### src/rtl/sf_tester_pattern_engine.sv
// Pattern byte generator (TX side) and read-back checker (RX side) for the serial-flash tester.
// Gen data follows state with no added latency; mismatch/error updates land 1 cycle after the accepted byte; checker never stalls.
module sf_tester_pattern_engine #(
    parameter int PARM_CNT_WIDTH = 9,
    parameter int PARM_ERR_WIDTH = 32
) (
    input  logic                      i_clk_40mhz,
    input  logic                      i_rst_40mhz,
    input  logic                      i_load_pattern,
    input  logic [7:0]                i_start_val,
    input  logic [7:0]                i_incr_val,
    input  logic                      i_clr_errors,
    input  logic                      i_gen_start,
    input  logic                      i_chk_start,
    input  logic [PARM_CNT_WIDTH-1:0] i_byte_count,
    output logic                      o_gen_valid,
    output logic [7:0]                o_gen_data,
    input  logic                      i_gen_ready,
    input  logic                      i_chk_valid,
    input  logic [7:0]                i_chk_data,
    output logic                      o_chk_ready,
    output logic                      o_busy,
    output logic                      o_done,
    output logic                      o_mismatch,
    output logic [PARM_ERR_WIDTH-1:0] o_err_count,
    output logic                      o_err_sticky
);

    typedef enum logic [1:0] {ST_IDLE, ST_GEN, ST_CHK, ST_DONE} state_t;

    state_t                    state;
    state_t                    state_nxt;
    logic [7:0]                gen_seed;
    logic [7:0]                chk_seed;
    logic [7:0]                incr;
    logic [PARM_CNT_WIDTH-1:0] remaining;
    logic                      gen_xfer;
    logic                      chk_xfer;
    logic                      last_byte;
    logic                      idle;

    assign idle        = (state == ST_IDLE);
    assign o_gen_valid = (state == ST_GEN);
    assign o_gen_data  = gen_seed;
    assign o_chk_ready = (state == ST_CHK);
    assign o_busy      = !idle;
    assign o_done      = (state == ST_DONE);
    assign gen_xfer    = o_gen_valid && i_gen_ready;
    assign chk_xfer    = o_chk_ready && i_chk_valid;
    assign last_byte   = (remaining == PARM_CNT_WIDTH'(1));

    always_comb begin
        state_nxt = state;
        case (state)
            ST_IDLE: begin
                // Gen has priority when both start pulses coincide.
                if (i_gen_start) begin
                    state_nxt = (i_byte_count == '0) ? ST_DONE : ST_GEN;
                end else if (i_chk_start) begin
                    state_nxt = (i_byte_count == '0) ? ST_DONE : ST_CHK;
                end
            end
            ST_GEN: begin
                if (gen_xfer && last_byte) begin
                    state_nxt = ST_DONE;
                end
            end
            ST_CHK: begin
                if (chk_xfer && last_byte) begin
                    state_nxt = ST_DONE;
                end
            end
            default: state_nxt = ST_IDLE;
        endcase
    end

    always_ff @(posedge i_clk_40mhz) begin
        if (i_rst_40mhz) begin
            state        <= ST_IDLE;
            gen_seed     <= 8'h00;
            chk_seed     <= 8'h00;
            incr         <= 8'h01;
            remaining    <= '0;
            o_mismatch   <= 1'b0;
            o_err_count  <= '0;
            o_err_sticky <= 1'b0;
        end else begin
            state      <= state_nxt;
            o_mismatch <= 1'b0;
            if (idle) begin
                if (i_load_pattern) begin
                    gen_seed <= i_start_val;
                    chk_seed <= i_start_val;
                    incr     <= i_incr_val;
                end
                if (i_clr_errors) begin
                    o_err_count  <= '0;
                    o_err_sticky <= 1'b0;
                end
                if (i_gen_start || i_chk_start) begin
                    remaining <= i_byte_count;
                end
            end
            if (gen_xfer) begin
                gen_seed  <= gen_seed + incr;
                remaining <= remaining - PARM_CNT_WIDTH'(1);
            end
            if (chk_xfer) begin
                chk_seed  <= chk_seed + incr;
                remaining <= remaining - PARM_CNT_WIDTH'(1);
                if (i_chk_data != chk_seed) begin
                    o_mismatch   <= 1'b1;
                    o_err_sticky <= 1'b1;
                    if (o_err_count != '1) begin
                        o_err_count <= o_err_count + PARM_ERR_WIDTH'(1);
                    end
                end
            end
        end
    end

endmodule

### config.mk
export PLATFORM = sky130hd
export DESIGN_NAME = sf_tester_pattern_engine
export DESIGN_NICKNAME = d
export VERILOG_FILES = /design/src/rtl/sf_tester_pattern_engine.sv
export SDC_FILE = /design/constraint.sdc
export NUM_CORES = 1
export LEC_CHECK = 0
export CAP_MARGIN = 20
export CORE_ASPECT_RATIO = 0.75
export CORE_MARGIN = 5
export CORE_UTILIZATION = 50
export CTS_CLUSTER_DIAMETER = 120
export DETAILED_ROUTE_END_ITERATION = 8
export HOLD_SLACK_MARGIN = 0.15
export PLACE_DENSITY = 0.87
export SLEW_MARGIN = 0
export SYNTH_ARGS = -nofsm -noshare
export SYNTH_HDL_FRONTEND = slang
export SYNTH_SLANG_ARGS = --single-unit
### constraint.sdc
create_clock -name i_clk_40mhz -period 2.4 [get_ports i_clk_40mhz]
set_input_delay 0.6 -clock i_clk_40mhz [delete_from_list [all_inputs] [get_ports i_clk_40mhz]]
set_output_delay 0.6 -clock i_clk_40mhz [all_outputs]
set_load 0.01 [all_outputs]
After elaboration in Yosys (flattened, before gate mapping):

Cells that the tools add are included.

* flip-flop bits (word level): 69
* input port bits: 41
* output and inout bits: 46
* word-level logic and storage cells: 67

* $add $sub $neg: 4
* eq/ne operators: 9
* muxes and demuxes: 25
* bitwise logic cells: 1
* reductions and logical operators: 20

Operators by type and width (number)
* 32-bit 2-to-1 mux: 5
* 9-bit 2-to-1 mux: 4
* 32-bit by 1-bit adder with 32-bit output (second input constant): 1
* 8-bit 2-to-1 mux: 4
* 32-bit inequality test (second input constant): 1
* 8-bit adder: 2
* 2-bit 2-to-1 mux: 5
* 9-bit by 1-bit == test with 1-bit output (second input constant): 1
* 9-bit logical NOT: 1
* 9-bit by 1-bit subtractor with 9-bit output (second input constant): 1
* 8-bit inequality test: 1
* 2-bit AND reduction: 4
* 2-bit nonzero test: 4
* 1-bit 2-to-1 mux: 6
* 2-bit case mux with 3 select lines: 1
* 3-bit nonzero test: 2
* 2-bit == test (second input constant): 2
* 1-bit logical AND: 4
* 2-bit by 1-bit inequality test with 1-bit output (second input constant): 2
* 3-bit inequality test (second input constant): 1
* 3-bit AND reduction: 1
* 2-bit by 1-bit == test with 1-bit output (second input constant): 1
* 2-bit logical NOT: 1
* 2-bit OR reduction: 1
* 3 further kinds: 3

Longest topological paths before layout:

* depth in word-level cells: 5
* gate-level depth with buffers: 9
* depth with buffers taken out: 8

Least setup slack after synthesis:

OpenSTA, ideal clock, no wires.

* kind: reg2reg
* start: reg o_err_count[0]
* end: reg o_err_count[22]
* arrival time: 2.020 ns
* path slack: 0.308 ns
* stages on the path, launching flop included: 8
* period minus slack after synthesis: 2.092 ns
* cell sequence: dfxtp_1 -> ha_1 -> and3_1 -> buf_2 -> nand3_1 -> or3_1 -> or4_1 -> a2bb2oi_1

* word-level cells in the longest chain between the ends: 4

Ends and longest elaborated chain
* start: declaration: line 25 `output logic [PARM_ERR_WIDTH-1:0] o_err_count,`
* start signal: assignment: line 115 `o_err_count <= o_err_count + PARM_ERR_WIDTH'(1);`
* 32-bit by 1-bit adder with 32-bit output / 32-bit inequality test (equally long branches): line 115, 114
* 32-bit 2-to-1 mux *: line 114 `if (o_err_count != '1) begin`
* 32-bit 2-to-1 mux *: line 111 `if (i_chk_data != chk_seed) begin`
* 32-bit 2-to-1 mux *: line 108 `if (chk_xfer) begin`

Mark *: on every way between the ends. The rest lies on a longest branch, timed or not.
A chain may end at the register's enable or synchronous reset.

Worst setup path after layout:

* start: reg state[0]
* end: out o_busy

* word-level cells in the longest chain between the ends: 2

Ends and longest elaborated chain
* start: declaration: line 31 `state_t state;`
* start signal: assignment: line 88 `state <= state_nxt;`
* 2-bit logical NOT: line 42 `assign idle = (state == ST_IDLE);`
* 1-bit logical NOT: line 46 `assign o_busy = !idle;`
* end: declaration: line 22 `output logic o_busy,`

Every way passes these cells.

==> results.md <==
Outcome:
- The run finished with clean final reports.

Drt:
- The detailed-route via count is 4899.
- The via density per instance is 6.371.
- Once detail routing completed, the nets flagged for antenna violations numbered 0.
- The post-route DRC violation count is 0.
- The wire length per cell after detailed routing is 18.56 µm.
- The number of optimization iterations in the first detailed-route pass is 6.
- The routed wire length is 14270 µm.
- The DRC violation total after the first TritonRoute iteration is 545.

CTS:
- The number of gates resized after CTS was 0.
- The number of clock buffers inserted by TritonCTS is 9.
- The H-tree level count is 3.
- The number of clock sinks seen by CTS is 69.
- The clock insertion delay at the later pin of the skew report is 330 ps.
- The number of buffers added to fix hold violations after cts is 0.
- TritonCTS built the clock tree.
- The number of buffers between clock root and the deepest sink is 2.
- The clock-pin slew on the worst setup and hold paths is 60 ps.
- The cell sitting at the root of the clock tree is a sky130_fd_sc_hd__clkbuf_16.
- After clock tree synthesis, the setup repair step added 0 buffers.

Die:
- The die height is 90.96 µm.
- The core region area is 8491 µm².
- From left edge to right edge, the die measures 117.9 µm.
- The initial utilization of the core area, before any placement, comes to 51.46%.
- The full die area is 10730 µm².
- The count of boundary I/O pins is 87.
- Row generation in the floorplan step produced 29 rows.

Synth:
- In this run the mean area of a mapped cell was 7.944 µm².
- The cell area that synthesis handed to floorplanning was 4369 µm².
- The number of synthesized register bits is 69.
- The number of standard cells after synthesis is 550.
- After synthesis, the netlist uses 61 different library cells.
- The number of nets in the synthesized netlist is 614.
- The most used flip-flop cell after synthesis is sky130_fd_sc_hd__dfxtp_1.
- The part of the Yosys area used for sequential elements is 31.62%.
- The Yosys step of the flow raised 0 warnings.
- The synthesized design contains 0 enable-type register cells.
- The fraction of registers with async set/reset is 0%.

Pwr:
- VDD sags by at most 0.5214 mV.
- The leakage power figure is 0.002144 µW.
- Power comes to 4734 µW.
- In this run the power density over the cells is 808.0 nW/µm².

Timing:
- At the pin with the least slew margin, the transition time is 578.2 ps.
- The final setup violation count is 0.
- Setup repair after global routing left no endpoint under its margin.
- The worst hold slack is 509.8 ps.
- The hold violation total from the final report is 0.
- After routing, the total negative slack on setup checks comes to 0 ps.
- The minimum clock period is 2292 ps.
- Derived from the worst setup path, the maximum achievable clock frequency is 436.2 MHz.
- The normalized max-slew margin is 61.35%.
- The final period utilization is 95.52%.
- The worst clock skew is 4.832 ps.
- The count of pins over their slew limit is 0.

Final layout:
- The library cell used most frequently in the layout, excluding fill and tap cells, is sky130_fd_sc_hd__clkdlybuf4s50_1.
- After filler insertion, the fill cell instance count of the layout stands at 664.
- The number of nets at the end of the flow is 721.
- The top cell types in the final layout, fill and taps aside, are 85 x sky130_fd_sc_hd__clkdlybuf4s50_1, 69 x sky130_fd_sc_hd__dfxtp_1, 44 x sky130_fd_sc_hd__nand2_1.
- The layout overhead on the synthesized area is 34.11%.
- The share of post-route cells with drive strength above 1 is 9.531%.
- The final antenna diode count is 0.
- Measured on the finished design, the core utilization comes to 69.01%.

GRT:
- The number of antenna violations at the first check in global routing came to 0.
- Entering global routing, the biggest net connects 33 pins.
- The first global-routing pass estimated 23100 µm of wire.
- The number of global-route vias before repair is 4733.
- The total routing usage reported by global routing is 25.66%.
- Global routing finished with a remaining overflow of 0.

Placement:
- The final weighted congestion in routability-driven placement is 0.9798.
- During placement, the flow inserted port buffers numbering 86.
- The detailed placer's ending HPWL is 10570 µm.

Critical path:
- The top cell family by delay on the critical path is buffers and inverters.
- On the worst path, the slowest cell contributes a delay of 550 ps.
- The required time of the critical path is 1800 ps.
- The arrival time at the worst endpoint is 1690 ps.
- Of all nets on the critical path, the largest fanout is 4.
- The type of element capturing the critical path is an output pin.
- The worst setup path is launched from a flop.
- The critical path goes through inv_1 > ha_1 > inv_1 > clkdlybuf4s50_1.
- The critical path buffer and inverter count is 3.
- The cell that appears most often on the critical path is sky130_fd_sc_hd__inv_1.
- The worst setup path is of the reg -> out kind.
- The library cell contributing the largest single delay on the critical path is sky130_fd_sc_hd__clkdlybuf4s50_1.

Run:
- Max-cap violations in this run came to 0.

Hold path:
- The class of the most critical hold timing path is reg -> reg.
-- cells by family (layout without fill, tap and decap cells) --
logic type | count (synthesis) | in the layout | synth area share (%)
compound gates | 157 | 157 | 24.60
xor+xnor | 17 | 17 | 3.408
fa+ha+maj | 23 | 23 | 6.930
buf+inv | 65 | 176 | 6.100
flops | 69 | 69 | 31.62
mux | 4 | 4 | 0.9450
simple gates | 215 | 215 | 26.40
-- state kept, by name (all words and copies together) (netlist names) --
name,cells
o_mismatch,1
o_gen_data,8
incr,8
state,2
remaining,9
o_err_sticky,1
chk_seed,8
o_err_count,32
-- synthesized netlist by cell type (all sizes together) (3+ instances only) --
cell type  instances  area (µm²)
or3                5       31.28
or4                5       41.29
o21ai             22       110.1
a211oi            25       187.7
o31ai              4       30.03
nor4               7       50.05
nor3              23       115.1
a21o               4       30.03
nand3             25       125.1
o21a               3       22.52
and2               4       25.02
nor2b              3       18.77
and4               9       78.83
a221o              4       40.04
inv               33       123.9
buf               10       57.55
ha                21       262.8
o211ai            20       150.1
xnor2              9       78.83
nand2b             8       50.05
nor2              35       131.4
dfxtp             69        1381
xor2               8       70.07
a31oi             15       93.84
o221ai             7       61.31
nand2             44       165.2
a21oi             31       155.2
and3              18       112.6
nand3b             4       30.03
mux2i              3       30.03
a2111oi            3       26.28
nand4             16       100.1
clkbuf            22       85.08
-- metal layers --
| metal | global-route usage [%] | wire length, µm | up-vias |
|---|---|---|---|
| li1 | - | - | 2289 |
| met5 | 0 | 0 | - |
| met1 | 34.47 | 6050 | 2287 |
| met2 | 39.78 | 6405 | 278 |
| met3 | 7.143 | 1499 | 45 |
| met4 | 8.978 | 317 | 0 |
-- final timing paths --
kind / start / to / slack [ps] / depth (start not counted)
setup / recovery: state[0] / o_busy / 110 / 4
hold / removal: incr[3] / incr[3] / 510 / 2
setup reg to reg: o_err_count[1] / o_err_count[15] / 180 / 7
hold reg to reg: incr[3] / incr[3] / 510 / 2
-- final cells by class --
| cell class | instances | area [µm²] | area share [%] |
|---|---|---|---|
| Multi-Input combinational cell | 416 | 2723 | 46.47 |
| Inverter | 33 | 123.9 | 2.114 |
| Clock buffer | 11 | 252.7 | 4.313 |
| Sequential cell | 69 | 1381 | 23.57 |
| Clock inverter | 4 | 47.55 | 0.8114 |
| Timing Repair Buffer | 128 | 1196 | 20.41 |
| Tap cell | 108 | 135.1 | 2.306 |
-- stage by stage --
stage | worst slack [ps] | instances | area (µm²)
CTS | 107.8 | 769 | 5858
floorplan | 308.4 | 550 | 4369
detailed placement | -174.1 | 754 | 5558
global route | 15.98 | 769 | 5859
global placement | 15.36 | 754 | 5558
finish | 107.6 | 769 | 5859
-- worst min-delay path, cell delays in order, from the launching register on --
cell and delay (ps):
sky130_fd_sc_hd__dfxtp_1 340, sky130_fd_sc_hd__nand2_1 70, sky130_fd_sc_hd__a21oi_1 50
-- where the power goes --
part / internal, µW / leakage, µW / total, µW / switching (µW)
clock network: 852 / 0.000147 / 1360 / 509
registers: 1340 / 0.000562 / 1570 / 223
logic: 818 / 0.00143 / 1810 / 988
(Power assumes the default switching activity.)
